<file path="src/rtl/uart_pkg.sv">
// Shared UART constants used as defaults by the UART datapath blocks.
package uart_pkg;

   localparam int UART_DATA_WIDTH    = 8;
   localparam int UART_TX_FIFO_DEPTH = 16;

endpackage

</file>
<file path="src/rtl/uart_tx_fifo.sv">
// Transmit byte FIFO feeding the UART transmitter; a push is visible on the read side the next cycle.
// Push refused while full (dropped, sticky ovf_o); rd_ready_i ignored while empty; flush clears level but not ovf_o.
module uart_tx_fifo
   import uart_pkg::*;
#(
   parameter int DATA_WIDTH       = UART_DATA_WIDTH,
   parameter int BUFFER_DEPTH     = UART_TX_FIFO_DEPTH,
   parameter int LOG_BUFFER_DEPTH = $clog2(BUFFER_DEPTH)
) (
   input  logic                        clk_i,
   input  logic                        rst_n_i,
   input  logic                        flush_i,
   input  logic                        wr_valid_i,
   output logic                        wr_ready_o,
   input  logic [DATA_WIDTH-1:0]       wr_data_i,
   output logic                        rd_valid_o,
   input  logic                        rd_ready_i,
   output logic [DATA_WIDTH-1:0]       rd_data_o,
   output logic [LOG_BUFFER_DEPTH:0]   cnt_o,
   output logic                        full_o,
   output logic                        empty_o,
   input  logic [LOG_BUFFER_DEPTH:0]   thresh_i,
   output logic                        irq_thresh_o,
   input  logic                        ovf_clr_i,
   output logic                        ovf_o
);

   localparam logic [LOG_BUFFER_DEPTH:0]   CNT_FULL = (LOG_BUFFER_DEPTH+1)'(BUFFER_DEPTH);
   localparam logic [LOG_BUFFER_DEPTH:0]   CNT_ONE  = (LOG_BUFFER_DEPTH+1)'(1);
   localparam logic [LOG_BUFFER_DEPTH-1:0] PTR_ONE  = (LOG_BUFFER_DEPTH)'(1);

   logic [DATA_WIDTH-1:0]       mem [BUFFER_DEPTH];
   logic [LOG_BUFFER_DEPTH-1:0] wr_ptr;
   logic [LOG_BUFFER_DEPTH-1:0] rd_ptr;
   logic [LOG_BUFFER_DEPTH:0]   cnt;
   logic                        ovf;
   logic                        push;
   logic                        pop;
   logic                        drop;

   assign full_o       = (cnt == CNT_FULL);
   assign empty_o      = (cnt == '0);
   assign wr_ready_o   = ~full_o;
   assign rd_valid_o   = ~empty_o;
   assign cnt_o        = cnt;
   assign ovf_o        = ovf;
   assign rd_data_o    = mem[rd_ptr];
   assign irq_thresh_o = (cnt <= thresh_i);

   // Flush discards any same-cycle handshake, including an overflowing push.
   assign push = wr_valid_i & wr_ready_o & ~flush_i;
   assign pop  = rd_valid_o & rd_ready_i & ~flush_i;
   assign drop = wr_valid_i & full_o & ~flush_i;

   always_ff @(posedge clk_i) begin
      if (push) begin
         mem[wr_ptr] <= wr_data_i;
      end
   end

   always_ff @(posedge clk_i or negedge rst_n_i) begin
      if (!rst_n_i) begin
         wr_ptr <= '0;
         rd_ptr <= '0;
         cnt    <= '0;
      end else if (flush_i) begin
         wr_ptr <= '0;
         rd_ptr <= '0;
         cnt    <= '0;
      end else begin
         if (push) begin
            wr_ptr <= wr_ptr + PTR_ONE;
         end
         if (pop) begin
            rd_ptr <= rd_ptr + PTR_ONE;
         end
         case ({push, pop})
            2'b10:   cnt <= cnt + CNT_ONE;
            2'b01:   cnt <= cnt - CNT_ONE;
            default: cnt <= cnt;
         endcase
      end
   end

   // A drop in the same cycle as a clear request leaves the flag set.
   always_ff @(posedge clk_i or negedge rst_n_i) begin
      if (!rst_n_i) begin
         ovf <= 1'b0;
      end else if (drop) begin
         ovf <= 1'b1;
      end else if (ovf_clr_i) begin
         ovf <= 1'b0;
      end
   end

endmodule

</file>
<file path="config.mk">
export PLATFORM = sky130hd
export DESIGN_NAME = uart_tx_fifo
export DESIGN_NICKNAME = d
export VERILOG_FILES = /design/src/rtl/uart_pkg.sv /design/src/rtl/uart_tx_fifo.sv
export SDC_FILE = /design/constraint.sdc
export NUM_CORES = 1
export LEC_CHECK = 0
export BUFFER_PORTS_ARGS = -buffer_cell sky130_fd_sc_hd__buf_2
export CAP_MARGIN = 20
export CORE_ASPECT_RATIO = 2
export CORE_MARGIN = 4
export CORE_UTILIZATION = 54
export DETAILED_ROUTE_END_ITERATION = 8
export GPL_ROUTABILITY_DRIVEN = 1
export HOLD_SLACK_MARGIN = 0.12
export PLACE_DENSITY = 0.73
export SLEW_MARGIN = 30
export SYNTH_ARGS = -nofsm -noshare
export SYNTH_HDL_FRONTEND = slang
export SYNTH_SLANG_ARGS = --single-unit
</file>
<file path="constraint.sdc">
create_clock -name clk_i -period 2.4 [get_ports clk_i]
set_input_delay 0.36 -clock clk_i [delete_from_list [all_inputs] [get_ports clk_i]]
set_output_delay 0.36 -clock clk_i [all_outputs]
set_load 0.02 [all_outputs]
</file>
-- Yosys cells after proc, flatten, opt, wreduce, memory -nomap -nowiden
Memories as Yosys holds them, arrays and structs flattened.
Index checks and enable logic that the tools add are counted.
- register bits after elaboration: 14
- input bits: 19
- latch bits: 0
- bits in writable memories: 128
- memories kept: 1
- memory bits (read-only): 0
- logic and storage cells: 37
- reduce and logical (&&, ||, !) cells: 5
- $add $sub $neg: 4
- $mul: 0
- divide/modulo/power cells: 0
- mux-type cells: 10
- equality and inequality tests: 3
- order comparisons: 1
- shift operators: 0
- bitwise gates (word level): 9
- memory list (memory ; words ; bits a word ; read ports ; clocked after memory_dff ; write ports ; line ; source):
    mem ; 16 ; 8 ; 1 ; 0 ; 1 ; uart_tx_fifo.sv:32 ; logic [DATA_WIDTH-1:0] mem [BUFFER_DEPTH];
- operators with widths (kind ; count):
    two-way mux 4 bit ; 4
    one-hot mux 5 bit (2 select lines) ; 1
    adder 4 x 1 -> 4 bit (second input constant) ; 2
    bitwise AND 1 bit ; 6
    nonzero test 2 bit ; 3
    adder 5 x 1 -> 5 bit (second input constant) ; 1
    == test 5 bit (second input constant) ; 1
    <= comparator 5 bit ; 1
    zero test 5 bit ; 1
    two-way mux 5 bit ; 1
    subtractor 5 x 1 -> 5 bit (second input constant) ; 1
    two-way mux 1 bit ; 4
    inverter 1 bit ; 3
    nonzero test 3 bit ; 1
    == test 2 x 1 -> 1 bit (second input constant) ; 1
    == test 2 bit (second input constant) ; 1

-- Longest topological paths before layout
- depth in word-level cells: 7
- gate-level depth with buffers: 11
- gate-level depth less buffers: 11

-- Worst setup path before layout
No wires, ideal clock.
- path type: register to register
- start: register cnt[1], in the netlist cnt_o[1]
- end: register cnt[4], in the netlist cnt_o[4]
- stages on the path, launching flop included: 10
- period minus slack after synthesis: 2.737 ns
- data arrival time: 2.659 ns
- setup time: 0.078 ns
- path slack: -0.337 ns
- buffers on the path: 0
- cell sequence: dfrtp_1 > nor4_2 > a21oi_1 > or3_1 > fa_1 > nand2b_1 > a21oi_1 > mux2i_1 > a32oi_1 > a21oi_1
- longest elaborated chain between the ends: 7
- elaborated cells between the ends (all ways): 15
- classes of those cells: 2 x add/sub; 3 x eq/ne; 2 x mux; 6 x bitwise; 2 x reduce/logical
- ends and longest elaborated chain (element ; line ; source):
    start: declaration ; uart_tx_fifo.sv:35 ; logic [LOG_BUFFER_DEPTH:0] cnt;
    start signal: assignment ; uart_tx_fifo.sv:78 ; 2'b10: cnt <= cnt + CNT_ONE;
    start signal: assignment ; uart_tx_fifo.sv:79 ; 2'b01: cnt <= cnt - CNT_ONE;
    start signal: assignment ; uart_tx_fifo.sv:80 ; default: cnt <= cnt;
    == test 5 bit / zero test 5 bit (equally long branches) ; uart_tx_fifo.sv:41, uart_tx_fifo.sv:42 ;
    inverter 1 bit (on tied branches) ; uart_tx_fifo.sv:43, uart_tx_fifo.sv:44 ;
    bitwise AND 1 bit (on tied branches) (2 in a row) ; uart_tx_fifo.sv:51, uart_tx_fifo.sv:52 ;
    == test 2 x 1 -> 1 bit / == test 2 bit (equally long branches) ; uart_tx_fifo.sv:77 ; case ({push, pop})
    one-hot mux 5 bit (2 select lines) ; uart_tx_fifo.sv:77 ;
    two-way mux 5 bit ; uart_tx_fifo.sv:66 ; end else if (flush_i) begin
Parallel ways exist; a longest one is shown, timed or not.
A chain may end at the register's enable or synchronous reset.

-- Worst setup path after layout
- start: register rd_ptr[0]
- end: output port rd_data_o[2]
- longest elaborated chain between the ends: 1
- ends and longest elaborated chain (element ; line ; source):
    start: declaration ; uart_tx_fifo.sv:34 ; logic [LOG_BUFFER_DEPTH-1:0] rd_ptr;
    start signal: assignment ; uart_tx_fifo.sv:75 ; rd_ptr <= rd_ptr + PTR_ONE;
    memory (16 x 8 bit) ; n/a ;
    end: declaration ; uart_tx_fifo.sv:18 ; output logic [DATA_WIDTH-1:0] rd_data_o,
No other way between the ends.

==> impl_metrics.py <==
metrics = {
    "status": {
        "outcome": "finished, violations left",
        "failed_checks": "negative setup slack",
    },
    "final_layout": {
        "syn_to_final_growth_pct": 28.47,
        "antenna_cells": 0,
        "drive_gt1_share_pct": 41.41,
        "final_nets": 504,
        "post-route-util_pct": 70.67,
    },
    "drt": {
        "drt.antenna.violating_nets": 0,
        "wl_met3_um": 568,
        "firstDrtPassIters": 5,
        "initialDrtViolationCount": 269,
        "routedWlPerCell_um": 22.32,
        "vias": 3602,
        "met2WireLength_mm": 7.922,
        "via_per_inst": 5.782,
        "drcViolationCount": 0,
        "routed.top_layer": "met4",
        "finalWirelength_mm": 13.91,
        "wl_met1_mm": 4.823,
    },
    "logic_synthesis": {
        "synth.avg_cell_area_um2": 15.97,
        "yosysWarnings": 0,
        "ys.flop_type": "edfxtp_1",
        "synthTopCellsByCount": "edfxtp_1 (128), nor2_1 (27), mux2i_1 (25)",
        "syn-num-nets": 410,
        "synthMostInstantiatedCell": "edfxtp_1",
        "yosysSeqAreaShare_pct": 69.66,
        "synth_top_family_by_area": "multiplexers",
        "synth_cells": 377,
        "synth_top_area_share_pct": 63.84,
        "syn_area_mm2": 0.006021,
        "synth_enable_flop_cells": 128,
        "synthAdderAreaFrac_pct": 3.034,
        "ys_types": 38,
        "synth.area.mux_share_pct": 12.57,
        "synth.area.top_cells": "edfxtp_1 (64%), mux4_2 (6.0%), dfrtp_1 (5.8%), mux2i_1 (4.2%), ha_1 (2.7%)",
        "synth_compound_area_share_pct": 6.047,
        "post-synth-top-area-cell": "edfxtp_1",
        "synthArstFlopShare_pct": 9.859,
        "synth_xor_area_share_pct": 1.164,
        "ys_ff_latch": 142,
        "synthSimpleGateAreaFrac_pct": 5.237,
    },
    "sta": {
        "slew_headroom_pct": 43.18,
        "clock_skew_ns": 0.006626,
        "clock.fmax_mhz": 392.1,
        "tightest_slew_ns": 0.8491,
        "period_minus_slack_ns": 2.550,
        "period_share_pct": 106.3,
        "rsz0062_at_grt": "true",
        "report.final.slew_viol_count": 0,
        "hold_viol": 0,
        "setup_viol": 11,
        "layout_setup_ws_ns": -0.1504,
        "finalSetupTns_ns": -1.096,
    },
    "cts": {
        "numCtsBuffers": 17,
        "clock_latency_ns": 0.41,
        "cts_root_buf": "clkbuf_16",
        "cts_tree": "done",
        "htree_levels": 4,
        "clk_pin_slew_ns": 0.06,
        "clock-sinks": 142,
        "cts_max_path_buffers": 2,
    },
    "flow_run": {
        "drv_cap": 0,
    },
    "floorplan": {
        "ios": 38,
        "die_w_um": 82.67,
        "core_mm2": 0.01095,
        "die_area_mm2": 0.01301,
        "fp-row-count": 54,
        "initial_core_util_pct": 55.01,
        "die_h_um": 157.3,
    },
    "global_route": {
        "first_global_vias": 3801,
        "grt_usage_pct": 22.66,
        "grt_overflow": 0,
        "grt_first_pass_wirelength_mm": 20.64,
        "grt_max_degree": 19,
        "antenna_found_initial": 0,
    },
    "setup_path": {
        "arrival_ns": 2.19,
        "crit_type": "flop to output pin",
        "path_max_fanout": 17,
        "worstPathRequired_ns": 2.04,
        "critPathLaunchType": "flop",
        "cp-end-kind": "output pin",
    },
    "pwr": {
        "p_clk_share_pct": 30.4,
        "p_comb_share_pct": 34.0,
        "seqPwrFrac_pct": 35.6,
        "ir_drop_uv": 817.9,
        "cellLeakagePower_nw": 2.772,
        "p_int_w": 0.005732,
        "p_sw_share_pct": 28.79,
        "p_sw_w": 0.002318,
        "power_density_mw_per_mm2": 1041,
    },
    "hold_path": {
        "hp-class": "input pin to flop",
    },
    "placed_design": {
        "gp_congestion": 0.8072,
        "port_buffers": 37,
        "dp_hpwl_mm": 8.819,
        "post-place-ws_ns": -0.09695,
    },
}
## sequential cells by signal, summed over array words and instances (netlist names)
| signal | cells |
|---|---|
| cnt_o | 5 |
| mem | 128 |
| ovf_o | 1 |
| rd_ptr | 4 |
| wr_ptr | 4 |
## critical path: stages (launching register included)
cell and delay (ns):
dfrtp_2 0.47, buf_4 0.16, buf_12 0.19, mux4_2 0.51, a22oi_1 0.17, nand2_1 0.12, buf_6 0.15
## final timing paths
kind | to | depth (start not counted) | slack, ns | from
max in group asynchronous | cnt_o[0] | 2 | 1.73 | rst_n_i
min reg2reg | ovf_o | 2 | 0.55 | ovf_o
min | ovf_o | 2 | 0.13 | ovf_clr_i
min in group asynchronous | cnt_o[4] | 2 | 0.39 | rst_n_i
max | rd_data_o[2] | 6 | -0.15 | rd_ptr[0]
max reg2reg | rd_ptr[1] | 19 | -0.14 | cnt_o[3]
## cell usage in the layout, fill, tap and decap left out, types with 3 or more instances in the layout
cell type | netlist | final
clkinv_4 | 0 | 3
nor2_2 | 1 | 7
a221oi_2 | 0 | 6
buf_6 | 0 | 16
xor2_1 | 6 | 6
ha_1 | 13 | 9
o21ai_1 | 0 | 11
inv_1 | 15 | 13
clkinv_2 | 0 | 5
edfxtp_1 | 128 | 128
buf_12 | 0 | 4
mux2i_2 | 0 | 4
a21oi_2 | 0 | 3
dfrtp_1 | 14 | 7
a22oi_2 | 0 | 7
mux2i_1 | 25 | 20
a21oi_1 | 15 | 11
nor3_1 | 4 | 4
nand2_1 | 22 | 20
buf_2 | 5 | 29
buf_4 | 3 | 40
dfrtp_2 | 0 | 7
nor2_1 | 27 | 20
ha_4 | 0 | 4
mux4_2 | 16 | 16
mux2_2 | 9 | 9
clkbuf_16 | 0 | 19
o21ai_0 | 17 | 6
## metrics by stage
stage | total power, W | hold WS, ns | std cells | cell area [um^2]
6_report | 0.008050 | 0.1329 | 623 | 7735
5_1_grt | 0.008401 | 0.1323 | 623 | 7735
4_1_cts | 0.007637 | 0.1215 | 614 | 7417
3_5_place_dp | 0.004764 | 0.2793 | 562 | 6548
3_3_place_gp | 0.004716 | 0.2750 | 562 | 6548
2_1_floorplan | 0.004139 | 0.06441 | 377 | 6055
## power groups by stage
stage / sequential [W] / combinational (W) / clock, W
final: 0.00287 / 0.00274 / 0.00245
after global routing: 0.00287 / 0.00292 / 0.00261
after CTS: 0.00286 / 0.00232 / 0.00246
after detailed placement: 0.00290 / 0.00187 / 0
after global placement: 0.00289 / 0.00182 / 0
after floorplan: 0.00295 / 0.00119 / 0
## logic make-up (layout without fill, tap and decap cells)
| logic type | count (synthesis) | after routing |
|---|---|---|
| DFF | 142 | 142 |
| and+or+nand+nor | 69 | 69 |
| AOI/OAI and AO/OA | 58 | 58 |
| muxes | 54 | 54 |
| buffers and inverters | 32 | 138 |
| adders and majority gates | 14 | 14 |
| xor gates and xnor gates | 8 | 8 |
## area by class of cell
cell class	instances	area (um^2)
fillers	705	3211
multi-input cells	203	1974
inverters	15	61.31
clock buffers	19	432.9
clock inverters	12	122.6
well taps	140	175.2
repair buffers	92	765.7
flip-flops and latches	142	4203
## routing by layer
layer / global-route usage (%) / up-vias
met3: 5.269 / 41
li1: - / 1639
met4: 8.730 / 0
met2: 42.19 / 130
met1: 23.72 / 1792
met5: 0 / -
## repair_timing
action,4_1_cts,5_1_grt
pin swaps,14,20
hold endpoints to repair,14,0
resized for setup,23,63
setup endpoints to repair,11,37
hold buffers,1,0
buffers inserted,19,8
cloned,1,2
Note: power is estimated with default switching activity, not from simulation.
